File: src/rtl/array_acc_pkg.sv
// Shared types and default widths for the array accumulator scheduler.
package array_acc_pkg;
   typedef enum logic {FILL, REPORT} state_e;

   localparam int DEF_NREQ  = 4;
   localparam int DEF_DW    = 8;
   localparam int DEF_DEPTH = 8;
   localparam int IDX_W     = $clog2(DEF_DEPTH);
   localparam int SRC_W     = $clog2(DEF_NREQ);
   localparam int CNT_W     = IDX_W + 1;
endpackage

File: src/rtl/rr_arbiter.sv
// Combinational round-robin grant: first requester at or above ptr, wrapping.
module rr_arbiter #(
   parameter  int NREQ = 4,
   localparam int SW   = $clog2(NREQ)
) (
   input  logic [NREQ-1:0] req_i,
   input  logic [SW-1:0]   ptr_i,
   input  logic            en_i,
   output logic [NREQ-1:0] gnt_o,
   output logic [SW-1:0]   idx_o
);
   logic found;

   always_comb begin
      gnt_o = '0;
      idx_o = '0;
      found = 1'b0;
      for (int k = 0; k < NREQ; k++) begin
         if (en_i && !found && req_i[(int'(ptr_i) + k) % NREQ]) begin
            found = 1'b1;
            gnt_o[(int'(ptr_i) + k) % NREQ] = 1'b1;
            idx_o = SW'((int'(ptr_i) + k) % NREQ);
         end
      end
   end
endmodule

File: src/rtl/array_acc_sched.sv
// Round-robin sample scheduler feeding a frame array and running sum;
// each full frame is offered downstream as one sum on a valid/ready port.
module array_acc_sched
   import array_acc_pkg::*;
#(
   parameter  int NREQ  = DEF_NREQ,
   parameter  int DW    = DEF_DW,
   parameter  int DEPTH = DEF_DEPTH,
   localparam int IW    = $clog2(DEPTH),
   localparam int SW    = $clog2(NREQ),
   localparam int CW    = IW + 1
) (
   input  logic               clk,
   input  logic               rst,
   input  logic [NREQ-1:0]    req_valid,
   input  logic [NREQ*DW-1:0] req_data,
   output logic [NREQ-1:0]    req_ready,
   input  logic               flush,
   output logic               sum_valid,
   input  logic               sum_ready,
   output logic [DW-1:0]      sum_out,
   output logic [SW-1:0]      sum_src_last,
   output logic [CW-1:0]      fill_level
);
   state_e          state_q;
   logic [SW-1:0]   ptr_q, ptr_d;
   logic [CW-1:0]   cnt_q;
   logic [IW-1:0]   wr_q;
   logic [DW-1:0]   sum_q, sum_d;
   logic [SW-1:0]   src_q;
   logic            vld_q;
   logic [DW-1:0]   frame_q [DEPTH];
   logic [NREQ-1:0] gnt;
   logic [SW-1:0]   gidx;
   logic [DW-1:0]   smp;
   logic            xfer;
   logic [DW-1:0]   frame_sum;

   rr_arbiter #(.NREQ(NREQ)) u_arb (
      .req_i (req_valid),
      .ptr_i (ptr_q),
      .en_i  (state_q == FILL && !flush),
      .gnt_o (gnt),
      .idx_o (gidx)
   );

   assign xfer  = |gnt;
   assign smp   = req_data[int'(gidx)*DW +: DW];
   assign sum_d = sum_q + smp;
   assign ptr_d = SW'((int'(gidx) + 1) % NREQ);

   always_ff @(posedge clk or posedge rst) begin
      if (rst) begin
         state_q <= FILL;
         ptr_q   <= '0;
         cnt_q   <= '0;
         wr_q    <= '0;
         sum_q   <= '0;
         src_q   <= '0;
         vld_q   <= 1'b0;
      end else begin
         unique case (state_q)
            FILL: begin
               if (flush) begin
                  cnt_q <= '0;
                  wr_q  <= '0;
                  sum_q <= '0;
               end else if (xfer) begin
                  wr_q  <= wr_q + 1'b1;
                  sum_q <= sum_d;
                  cnt_q <= cnt_q + 1'b1;
                  ptr_q <= ptr_d;
                  if (cnt_q == CW'(DEPTH - 1)) begin
                     state_q <= REPORT;
                     src_q   <= gidx;
                     vld_q   <= 1'b1;
                  end
               end
            end
            REPORT: begin
               if (flush || sum_ready) begin
                  cnt_q   <= '0;
                  wr_q    <= '0;
                  sum_q   <= '0;
                  vld_q   <= 1'b0;
                  state_q <= FILL;
               end
            end
            default: state_q <= FILL;
         endcase
      end
   end

   // Frame storage carries no reset; its contents are only meaningful per frame.
   always_ff @(posedge clk) begin
      if (state_q == FILL && !flush && xfer) frame_q[wr_q] <= smp;
   end

   always_comb begin
      frame_sum = '0;
      for (int i = 0; i < DEPTH; i++) frame_sum = frame_sum + frame_q[i];
   end

   assign req_ready    = gnt;
   assign sum_valid    = vld_q;
   assign sum_out      = sum_q;
   assign sum_src_last = src_q;
   assign fill_level   = cnt_q;

   a_onehot_gnt: assert property (
      @(posedge clk) disable iff (rst) $onehot0(req_ready));

   a_frame_sum: assert property (
      @(posedge clk) disable iff (rst)
      (state_q == REPORT) |-> (frame_sum == sum_q));
endmodule

File: config.mk
export PLATFORM = sky130hd
export DESIGN_NAME = array_acc_sched
export DESIGN_NICKNAME = d
export VERILOG_FILES = /design/src/rtl/array_acc_pkg.sv /design/src/rtl/rr_arbiter.sv /design/src/rtl/array_acc_sched.sv
export SDC_FILE = /design/constraint.sdc
export NUM_CORES = 1
export LEC_CHECK = 0
export BUFFER_PORTS_ARGS = -buffer_cell sky130_fd_sc_hd__buf_2
export CAP_MARGIN = 20
export CORE_MARGIN = 1
export CORE_UTILIZATION = 40
export DETAILED_ROUTE_END_ITERATION = 7
export PLACE_DENSITY = 0.73
export SLEW_MARGIN = 20
export SYNTH_ARGS = -nofsm -noshare
export SYNTH_HDL_FRONTEND = slang
export SYNTH_SLANG_ARGS = --single-unit
File: constraint.sdc
create_clock -name clk -period 16.4 [get_ports clk]
set_clock_uncertainty 0.05 [all_clocks]
set_input_delay 0.82 -clock clk [delete_from_list [all_inputs] [get_ports clk]]
set_output_delay 0.82 -clock clk [all_outputs]
set_load 0.01 [all_outputs]
# --- Word level (Yosys, flattened, before mapping) ---
# Cells that the tools add are included.
word_totals:
  latchBits: 0
  memories: 0
  ff_bits: 18
  ramBits: 0
  in_bits: 40
  rom_bits: 0
  output_inout_bits: 19
op_classes:
  mul: 0
  order_cmp: 8
  addsub: 6
  shifts: 1
  n_bitwise: 8
  mux: 48
  reduce_logical: 25
  div_mod_pow: 0
  n_eq_ne: 6
ops:
  columns: ["op", "n"]
  rows:
  - ["32-bit by 6-bit variable part select with 8-bit output", 1]
  - ["4-bit two-way mux", 7]
  - ["8-bit two-way mux", 3]
  - ["1-bit two-way mux", 22]
  - ["8-bit one-hot mux with 2 select lines", 1]
  - ["1-bit logical AND", 12]
  - ["3-bit by 4-bit less-than comparator with 1-bit output, second input constant", 3]
  - ["4-bit bitwise OR", 3]
  - ["3-bit by 1-bit greater-or-equal comparator with 1-bit output, second input constant", 3]
  - ["8-bit adder", 1]
  - ["1-bit binary-select mux with 2-bit select", 4]
  - ["1-bit demux with 2-bit select", 4]
  - ["2-bit two-way mux", 4]
  - ["4-bit one-hot mux with 2 select lines", 1]
  - ["4-bit AND reduction", 2]
  - ["2-bit OR reduction", 3]
  - ["2-bit by 1-bit adder with 2-bit output, second input constant", 2]
  - ["2-bit adder, second input constant", 2]
  - ["4-bit by 1-bit adder with 4-bit output, second input constant", 1]
  - ["4-bit by 3-bit equality test with 1-bit output, second input constant", 1]
  - ["1-bit logical NOT", 4]
  - ["2-bit by 1-bit inequality test with 1-bit output, second input constant", 2]
  - ["2-bit inequality test, second input constant", 2]
  - ["1-bit one-hot mux with 2 select lines", 2]
  - ["other kinds (9)", 12]

# --- Longest topological paths before layout ---
depth:
  depth_word: 21
  depth_mapped: 24

# --- Cells and area by module ---
# Synthesis repeated with hierarchy kept, for this count alone.
unflattened:
  hier_cells: 192
  hier_area_um2: 1833.0
by_module_without_submodules:
  columns: ["mod", "area_each_um2", "cells_each", "seq_area_each_um2", "n_inst"]
  rows:
  - ["array_acc_sched", 1232.4, 118, 450.4, 1]
  - ["rr_arbiter", 600.6, 74, 0.0, 1]

# --- Worst setup path before layout ---
# No wires, ideal clock.
synth_timing:
  kind: "reg-to-reg"
  start: "register ptr_q[0]"
  end: "register sum_q[7] (netlist: sum_out[7])"
  stages_incl_launch_ff: 24
  n_path_buf: 6
  arrival_ps: 5181
  setup_slack_ps: 11044
  path_cell_list: "dfrtp_1 -> buf_2 -> buf_1 -> inv_1 -> ha_1 -> clkbuf_1 -> mux4_2 -> buf_2 -> o21ba_1 -> or3_1 -> a21oi_1 -> buf_2 -> buf_4 -> mux2i_1 -> a21oi_1 -> ha_1 -> a21o_1 -> a21oi_1 -> nor2b_1 -> o21a_1 -> o41a_1 -> xor2_1 -> mux2_1 -> mux2_2"
synth_between:
  elab_chain_cells: 21
  elab_cells_between_ends: 72
  classes_between: "add/sub: 4; order compare: 8; eq/ne: 1; shift: 1; mux: 33; bitwise: 6; reduce/logical: 19"
synth_lines:
  columns: ["element", "line_no", "source"]
  rows:
  - ["start: declaration", "array_acc_sched.sv:26", "logic [SW-1:0] ptr_q, ptr_d;"]
  - ["start signal: assignment", "array_acc_sched.sv:72", "ptr_q <= ptr_d;"]
  - ["parallel branches: the longest is 21 deep, another holds 2-bit by 1-bit adder with 2-bit output", null, null]
  - ["end signal: assignment", "array_acc_sched.sv:70", "sum_q <= sum_d;"]
  - ["end: declaration", "array_acc_sched.sv:29", "logic [DW-1:0] sum_q, sum_d;"]
# Several ways; the timed one is not identified. The select of a mux whose other input is x is not followed.
# A chain may end at the register's enable or synchronous reset.

# --- Final worst setup path ---
# Ends and elaborated chain as after synthesis.

==> metrics.csv <==
metric,value,unit
status,"finished, final reports clean",
pin_count,59,
numCtsBuffers,3,
grt_max_degree,21,
synth_area_per_cell,8.89,sq um
drt_iter0_markers,26,
core,4140,sq um
place_congestion,0.844,
leakagePower,1.06,nW
holdBufCountCts,0,
synth_top_area_share,25.2,%
slew_headroom,53.0,%
ys_warn_count,0,
critPathLaunch,ptr_q[0],
layout-drive-gt1-share,30.3,%
syn-num-nets,256,
die_y,68.8,microns
die_area,4740,sq um
rrSetupSlack,10.89,ns
worst_slack,10.89,ns
cp_data_required_time,16.50,ns
cp-end-kind,flip-flop,
die_w,68.8,microns
r2r_start,ptr_q[0],
clock_latency,0.26,ns
wl_per_cell,13.1,microns
antenna_found_initial,0,
final_nets,310,
drv_cap,0,
start_util,43.1,%
post_cts_buffers,0,
cts_num_sinks,18,
ys_ff_latch,18,
grt_overflow,0,
hold_path_class,reg2reg,
slew_violations,0,
post_synth_instance_area,1790,sq um
grt_pass1_wl,6350,microns
setup_viol,0,
r2r_cells,18,
min_period,5.51,ns
cts_tree,done,
grt_setup_unrepaired,no,
postRouteAntennaNets,0,
rows,23,
endpoint,sum_out[7],
cts-root-buf,clkbuf_8,
grt_pass1_vias,1431,
cts_buffer_depth,2,
synth_ff_type,dfrtp_1,
critPathLaunchType,flip-flop,
yosysTopAreaCell,dfrtp_1,
totalNegativeSetupSlack,0,ns
drt_wl_total,3970,microns
cts_htree_levels,1,
ys_types,45,
synth-async-reset-ratio,100,%
synth-seq-area-share,25.2,%
dr.pass1.iters,4,
criticalPathCategory,reg2reg,
post_cts_resize_count,0,
vias,1625,
powerDensity,203,nW/um^2
insertedDiodeCount,0,
drc,0,
reg2reg_to,sum_out[7],
whs,0.446,ns
synth_edf_count,0,
syn_to_final_growth,21.6,%
tightest_slew,0.705,ns
critPathMaxFanout,18,
dp_slack,10.90,ns
fmax,0.182,GHz
vias_per_cell,5.35,
track_usage,17.8,%
dpl.hpwl,3020,microns
synth_area_leaders,"dfrtp_1 25%, ha_1 9.8%, mux2i_1 7.8%",
vdd_ir_drop_max,0.102,mV
port_buffers,58,
cp_data_arrival_time,5.61,ns
finalHoldViolCount,0,
clk_pin_slew,0.07,ns
finalCritPeriodShare,33.6,%
syn_inst,201,
metal layers:
| metal | vias up | track usage, % | routed length (microns) |
|---|---|---|---|
| li1 | 841 | - | - |
| met1 | 738 | 25.1 | 1920 |
| met2 | 39 | 27.5 | 1810 |
| met3 | 7 | 3.62 | 190 |
| met4 | 0 | 5.36 | 44 |
| met5 | - | 0 | 0 |
cell usage after synthesis, types with 2 or more instances:
library cell,count
a2111oi_2,2
a211o_1,4
a211oi_1,6
a21o_1,3
a21oi_1,22
and2_1,3
buf_2,4
clkbuf_1,6
dfrtp_1,18
ha_1,14
inv_1,11
mux2_1,2
mux2i_1,14
mux4_2,4
nand2_1,7
nand2b_1,2
nand3_1,7
nor2_1,11
nor2b_1,11
nor3_1,4
nor3b_1,2
o21a_1,2
o21ai_0,9
o22ai_1,2
o31ai_1,3
or3_1,2
xnor2_1,4
xor2_1,5
final cells by class:
| type | instances | area, sq um |
|---|---|---|
| Tap cell | 50 | 62.6 |
| Fill cell | 403 | 1970 |
| Inverter | 11 | 41.3 |
| Multi-Input combinational cell | 160 | 1250 |
| Timing Repair Buffer | 61 | 313 |
| Clock buffer | 4 | 55.1 |
| Sequential cell | 18 | 450 |
worst min-delay path by stage:
stage / from / endpoint / slack, ns / depth (start not counted)
final: sum_src_last[0] / sum_src_last[0] / 0.45 / 1
after global routing: sum_src_last[0] / sum_src_last[0] / 0.48 / 1
after CTS: sum_src_last[0] / sum_src_last[0] / 0.45 / 1
after detailed placement: sum_src_last[0] / sum_src_last[0] / 0.43 / 1
after global placement: sum_src_last[0] / sum_src_last[0] / 0.41 / 1
after floorplan: state_q / state_q / 0.45 / 1
cell families after synthesis:
logic type / after synthesis / synth area share [%]
buffers and inverters: 23 / 5.32
DFF: 18 / 25.2
xor gates and xnor gates: 9 / 4.41
AOI/OAI and AO/OA: 59 / 22.1
adders and majority gates: 15 / 10.9
and+or+nand+nor: 56 / 17.3
muxes: 21 / 14.8
critical path: stages, from the launching register on:
cell and delay (ns):
dfrtp_1 0.72, inv_1 0.18, ha_1 0.50, mux4_2 0.40
o21ba_1 0.21, or3_1 0.37, a21oi_2 0.38, buf_4 0.32
mux2i_1 0.21, mux2i_1 0.11, ha_1 0.29, a21o_1 0.18
a21oi_1 0.21, nor2b_1 0.07, o21a_1 0.18, o41a_1 0.32
xor2_1 0.16, mux2_1 0.28, mux2_2 0.26
report_power, final:
group / internal [mW] / total [mW] / switching, mW
clock network: 0.0214 / 0.0372 / 0.0159
registers: 0.0647 / 0.0855 / 0.0208
logic: 0.147 / 0.318 / 0.171
state kept, by name (all words and copies together) (netlist names):
signal and count:
fill_level 4, ptr_q 2, state_q 1, sum_out 8, sum_src_last 2, sum_valid 1
cell usage in the layout (no fill, tap or decap), drive strengths merged, types with 4 or more instances in the layout:
| cell type | count |
|---|---|
| xor2 | 5 |
| xnor2 | 4 |
| dfrtp | 18 |
| inv | 11 |
| clkbuf | 4 |
| mux4 | 4 |
| nor2b | 11 |
| buf | 61 |
| o21ai | 9 |
| nor2 | 11 |
| nand3 | 7 |
| nand2 | 7 |
| a21oi | 22 |
| a211o | 4 |
| ha | 14 |
| nor3 | 4 |
| a211oi | 7 |
| mux2i | 14 |
per-stage QoR:
step | std cells | area, sq um | utilization [%] | power (mW)
after global placement | 300 | 2120 | 51.1 | 0.399
after global routing | 304 | 2170 | 52.4 | 0.488
final | 304 | 2170 | 52.4 | 0.441
after detailed placement | 300 | 2120 | 51.1 | 0.403
after floorplan | 201 | 1790 | - | 0.333
after CTS | 304 | 2170 | 52.4 | 0.444
No activity file was read; power rests on OpenSTA's default activity.
